## src/rtl/iir_adv_ctrl_pkg.sv

```systemverilog
// iir_adv_pkg: shared width, coefficient addresses and controller states
package iir_adv_pkg;
  localparam int DW = 11;
  localparam logic [2:0] COEF_B0      = 3'd0;
  localparam logic [2:0] COEF_B1      = 3'd1;
  localparam logic [2:0] COEF_B2      = 3'd2;
  localparam logic [2:0] COEF_A1_NEG  = 3'd3;
  localparam logic [2:0] COEF_A1_2_A2 = 3'd4;
  localparam logic [2:0] COEF_A1A2    = 3'd5;
  typedef enum logic [1:0] {RUN, DRAIN, SWAP} state_t;
endpackage

```

## src/rtl/iir_adv_ctrl_coef_bank.sv

```systemverilog
// iir_coef_bank: shadow coefficient registers copied to the active bank on swap
module iir_coef_bank
  import iir_adv_pkg::*;
(
  input  logic          clk,
  input  logic          rst_n,
  input  logic          we,
  input  logic [2:0]    addr,
  input  logic [DW-1:0] data,
  input  logic          swap,
  output logic [DW-1:0] b0,
  output logic [DW-1:0] b1,
  output logic [DW-1:0] b2,
  output logic [DW-1:0] a1_neg,
  output logic [DW-1:0] a1_2_a2,
  output logic [DW-1:0] a1a2
);
  logic [5:0][DW-1:0] shadow, active;
  logic [5:0]         sel;

  // address decode; addresses 6 and 7 select nothing
  always_comb begin
    sel = '0;
    for (int i = 0; i < 6; i++) sel[i] = we && (addr == 3'(i));
  end

  // shadow takes writes any time; active copies the pre-write shadow on swap
  always_ff @(posedge clk or negedge rst_n) begin
    if (!rst_n) begin
      shadow <= '0;
      active <= '0;
    end else begin
      for (int i = 0; i < 6; i++) if (sel[i]) shadow[i] <= data;
      if (swap) active <= shadow;
    end
  end

  assign b0      = active[COEF_B0];
  assign b1      = active[COEF_B1];
  assign b2      = active[COEF_B2];
  assign a1_neg  = active[COEF_A1_NEG];
  assign a1_2_a2 = active[COEF_A1_2_A2];
  assign a1a2    = active[COEF_A1A2];
endmodule

```

## src/rtl/iir_adv_ctrl.sv

```systemverilog
// iir_adv_ctrl: paces samples into the IIR filter and applies coefficient commits only when it is empty
module iir_adv_ctrl
  import iir_adv_pkg::*;
#(
  parameter int MAX_INFLIGHT = 4,
  parameter int MIN_GAP      = 0
) (
  input  logic          clk,
  input  logic          rst_n,
  input  logic          s_valid,
  input  logic [DW-1:0] s_data,
  output logic          s_ready,
  output logic [DW-1:0] din,
  output logic          vin,
  input  logic          vout,
  input  logic          cfg_we,
  input  logic [2:0]    cfg_addr,
  input  logic [DW-1:0] cfg_data,
  input  logic          cfg_commit,
  output logic          cfg_busy,
  output logic [DW-1:0] b0,
  output logic [DW-1:0] b1,
  output logic [DW-1:0] b2,
  output logic [DW-1:0] a1_neg,
  output logic [DW-1:0] a1_2_a2,
  output logic [DW-1:0] a1a2,
  output logic          err
);
  localparam logic [2:0] MAX_CNT = 3'(MAX_INFLIGHT);
  localparam logic [3:0] GAP_LD  = 4'(MIN_GAP);

  state_t     state;
  logic [2:0] cnt;
  logic [3:0] gap;
  logic       accept;

  assign s_ready = (state == RUN) && (gap == 4'd0) && (cnt < MAX_CNT);
  assign accept  = s_valid && s_ready;

  // issue register: one-cycle strobe, data held between samples
  always_ff @(posedge clk or negedge rst_n) begin
    if (!rst_n) begin
      vin <= 1'b0;
      din <= '0;
    end else begin
      vin <= accept;
      if (accept) din <= s_data;
    end
  end

  // spacing counter reloaded on every accept
  always_ff @(posedge clk or negedge rst_n) begin
    if (!rst_n) gap <= '0;
    else if (accept) gap <= GAP_LD;
    else if (gap != 4'd0) gap <= gap - 4'd1;
  end

  // samples in flight; a return with nothing outstanding is flagged and ignored
  always_ff @(posedge clk or negedge rst_n) begin
    if (!rst_n) begin
      cnt <= '0;
      err <= 1'b0;
    end else begin
      if (accept && !vout) cnt <= cnt + 3'd1;
      else if (vout && !accept && cnt != 3'd0) cnt <= cnt - 3'd1;
      if (vout && cnt == 3'd0) err <= 1'b1;
    end
  end

  // commit sequencer: stop issuing, wait for an empty pipe, swap for one cycle
  always_ff @(posedge clk or negedge rst_n) begin
    if (!rst_n) begin
      state    <= RUN;
      cfg_busy <= 1'b0;
    end else begin
      case (state)
        RUN: if (cfg_commit) begin
          state    <= DRAIN;
          cfg_busy <= 1'b1;
        end
        DRAIN: if (cnt == 3'd0 && !vin) state <= SWAP;
        default: begin
          state    <= RUN;
          cfg_busy <= 1'b0;
        end
      endcase
    end
  end

  iir_coef_bank u_bank (
    .clk     (clk),
    .rst_n   (rst_n),
    .we      (cfg_we),
    .addr    (cfg_addr),
    .data    (cfg_data),
    .swap    (state == SWAP),
    .b0      (b0),
    .b1      (b1),
    .b2      (b2),
    .a1_neg  (a1_neg),
    .a1_2_a2 (a1_2_a2),
    .a1a2    (a1a2)
  );
endmodule

```

## config.mk

```make
export PLATFORM = sky130hd
export DESIGN_NAME = iir_adv_ctrl
export DESIGN_NICKNAME = d
export VERILOG_FILES = /design/src/rtl/iir_adv_ctrl_pkg.sv /design/src/rtl/iir_adv_ctrl_coef_bank.sv /design/src/rtl/iir_adv_ctrl.sv
export SDC_FILE = /design/constraint.sdc
export NUM_CORES = 1
export LEC_CHECK = 0
export CELL_PAD_IN_SITES_DETAIL_PLACEMENT = 1
export CELL_PAD_IN_SITES_GLOBAL_PLACEMENT = 1
export CORE_MARGIN = 3
export CORE_UTILIZATION = 40
export CTS_CLUSTER_SIZE = 16
export DETAILED_ROUTE_END_ITERATION = 6
export PLACE_DENSITY_LB_ADDON = 0.1
export SLEW_MARGIN = 20
export SYNTH_ARGS = -nofsm -noshare
export SYNTH_HDL_FRONTEND = slang
export SYNTH_HIERARCHICAL = 1
export SYNTH_SLANG_ARGS = --single-unit
```

## constraint.sdc

```tcl
create_clock -name clk -period 3 [get_ports clk]
set_clock_uncertainty 0.05 [all_clocks]
set_input_delay 0.45 -clock clk [delete_from_list [all_inputs] [get_ports clk]]
set_output_delay 0.45 -clock clk [all_outputs]
set_load 0.05 [all_outputs]
```

==> impl_metrics.csv <==
group,metric,value,unit
outcome,status,"finished clean",
synthesis,synth_ff_type,"dfrtp_1",
final_layout,mostFrequentLayoutCells,"dfrtp_1 (155), clkdlybuf4s50_1 (109), mux2_2 (75)",
power_and_ir_drop,leakagePower,3.57,nW
synthesis,synth_warnings,6,
floorplanning,die_area,17000,um^2
routing,drtPass1Iterations,4,
synthesis,netlist_area,6170,um^2
place,place_hpwl,8900,um
timing,tightest_slew,825,ps
synthesis,syn_area_per_cell,17.0,um^2
synthesis,synthSimpleGateAreaFrac,0.0383,
routing,ant_nets,0,
timing,max_freq,397,MHz
final_layout,drive_gt1_frac,0.336,
timing,hold_viol,0,
timing,relSlewSlack,0.447,
final_layout,syn_to_final_growth,30.8,%
timing,drv_slew,0,
floorplanning,core,14800,um^2
synthesis,synth.ff_latch_count,155,
clocking,cts-root-buf,"clkbuf_16",
worst_hold_path,hold_path_class,"input pin to async pin",
place,dp.cells,653,
power_and_ir_drop,power.density,1180,nW/um^2
critical_path,startpoint_type,"register",
routing,wire_per_inst,20.1,um
final_layout,nets,521,
routing,drt_iter0_drc,123,
clocking,path_clk_slew,60,ps
grt,grt_max_degree,73,
grt,grt.overflow.total,0,
synthesis,syn_inst,364,
floorplanning,placementRows,44,
power_and_ir_drop,vdd_ir_drop_max,0.000568,V
timing,period_needed,2520,ps
synthesis,muxShareOfSynthArea,0.295,
timing,setup_violations,0,
flow_run,drv_cap,0,
synthesis,synth_top_family_by_area,"multiplexers",
clocking,cts_resized,0,
clocking,clk_latency,410,ps
synthesis,synth_xor_area_frac,0,
floorplanning,start_util,0.417,
floorplanning,io_pins,112,
place,gp_congestion,0.750,
critical_path,cp_data_required_time,3250,ps
synthesis,synth_compound_area_frac,0.0134,
synthesis,synth_edf_count,0,
place,io_buffers,111,
synthesis,synth_fa_ha_area_frac,0.00527,
critical_path,crit_type,"register to register",
critical_path,worstPathArrival,2770,ps
critical_path,crit_path_max_fanout,7,
clocking,postCtsHoldBufs,0,
grt,grt_use_total,0.173,
routing,wirelength,13700,um
timing,fin_tns_setup,0,ps
synthesis,syn_nets,397,
routing,vias,3485,
synthesis,synthArstFlopShare,1.00,
clocking,cts_max_level,4,
clocking,cts_buffer_depth,2,
synthesis,ys_types,38,
floorplanning,die_width,130,um
grt,grt_pass1_vias,3930,
grt,antenna_found_initial,0,
floorplanning,fp.dieH,130,um
critical_path,critPathCaptureType,"register",
timing,rsz0062_at_grt,"no",
clocking,cts_setup_buffers,0,
clocking,cts_sinks,155,
routing,viasPerCell,5.11,
final_layout,final_cells,682,
synthesis,seq_area_frac_synth,0.628,
clocking,numCtsBuffers,17,
grt,grt_pass1_wl,21800,um
final_layout,final_common_cell,"dfrtp_1",
routing,drc,0,
clocking,cts_tree,"done",
timing,period_share,0.840,
==> metrics by stage <==
stage	utilization	hold WS [ps]	instance area (um^2)	power, mW	setup WS, ps
final	0.545	15.8	8080	9.56	479
after global routing	0.545	61.9	8080	10.1	317
after global placement	0.508	394	7530	7.53	363
after detailed placement	0.508	403	7530	7.63	306
after CTS	0.545	25.5	8070	9.70	61.3
after floorplan	-	104	6180	6.14	621
==> sequential cells by signal, summed over array words and instances, names as in the netlist <==
signal	cells
din	11
gap	4
u_bank/a1_neg	11
u_bank/b2	11
u_bank/a1a2	11
cnt	3
u_bank/b0	11
cfg_busy	1
err	1
vin	1
u_bank/shadow	66
u_bank/b1	11
state	2
u_bank/a1_2_a2	11
==> cell usage after synthesis (2+ instances only) <==
| library cell | instances | area (um^2) |
|---|---|---|
| dfrtp_1 | 155 | 3880 |
| mux2_2 | 75 | 845 |
| mux2_4 | 48 | 721 |
| mux2_1 | 20 | 225 |
| buf_2 | 9 | 45.0 |
| buf_6 | 5 | 56.3 |
| inv_1 | 5 | 18.8 |
| nor2b_1 | 4 | 25.0 |
| mux2i_1 | 3 | 30.0 |
| nor2_1 | 3 | 11.3 |
| nor3_1 | 3 | 15.0 |
| a21o_1 | 2 | 15.0 |
| a21oi_1 | 2 | 10.0 |
| and4bb_1 | 2 | 25.0 |
| nand2b_1 | 2 | 12.5 |
| nand4b_1 | 2 | 17.5 |
| o21ai_0 | 2 | 10.0 |
| or3_1 | 2 | 12.5 |
==> where the power goes <==
part	leakage, nW	internal, mW	switching [mW]
clock	0.263	1.22	0.788
sequential	1.89	2.84	0.465
combinational	1.42	1.72	2.54
total	3.57	5.78	3.79
==> metal layers <==
layer  track usage  wire length [um]  up-vias
met5             0                 0        -
met4        0.0599               224        0
met3        0.0536               665       18
met2         0.269              6440       81
met1         0.232              6400     1840
li1              -                 -     1546
==> worst max-delay path: stages (launching register included) <==
cell,delay [ps]
dfrtp_1,410
inv_1,70
ha_1,210
nor3b_4,230
buf_4,180
nand2_2,60
inv_1,130
nand2b_1,90
fa_1,370
nor2b_1,140
o211a_1,210
a221o_1,250
==> logic make-up (layout without fill, tap and decap cells) <==
| group | Yosys count | after routing |
|---|---|---|
| compound gates | 12 | 12 |
| mux | 146 | 146 |
| other cells | 0 | 1 |
| simple gates | 29 | 29 |
| flops | 155 | 155 |
| buf+inv | 20 | 153 |
| fa+ha+maj | 2 | 2 |
==> area by class of cell <==
| class | instances | area [um^2] |
|---|---|---|
| fill | 1414 | 6730 |
| tap | 184 | 230 |
| inverter | 5 | 18.8 |
| multi-input combinational | 189 | 2190 |
| clock inverter | 8 | 98.8 |
| timing repair buffer | 120 | 1210 |
| antenna | 1 | 2.50 |
| clock buffer | 20 | 447 |
| sequential | 155 | 3880 |
==> path summary, 6_finish.rpt <==
check	to	cells past startpoint	from	slack, ps
max	cnt[2]$_DFFE_PN0P_	11	gap[0]$_DFFE_PN0P_	480
min	u_bank/b1[10]$_DFFE_PN0P_	1	rst_n	20
max reg2reg	cnt[2]$_DFFE_PN0P_	11	gap[0]$_DFFE_PN0P_	480
min reg2reg	err$_DFFE_PN0P_	1	err$_DFFE_PN0P_	420
max in group asynchronous	u_bank/a1_2_a2[4]$_DFFE_PN0P_	2	rst_n	2140
min in group clk	err$_DFFE_PN0P_	1	err$_DFFE_PN0P_	420
No activity file was read; power rests on OpenSTA's default activity.
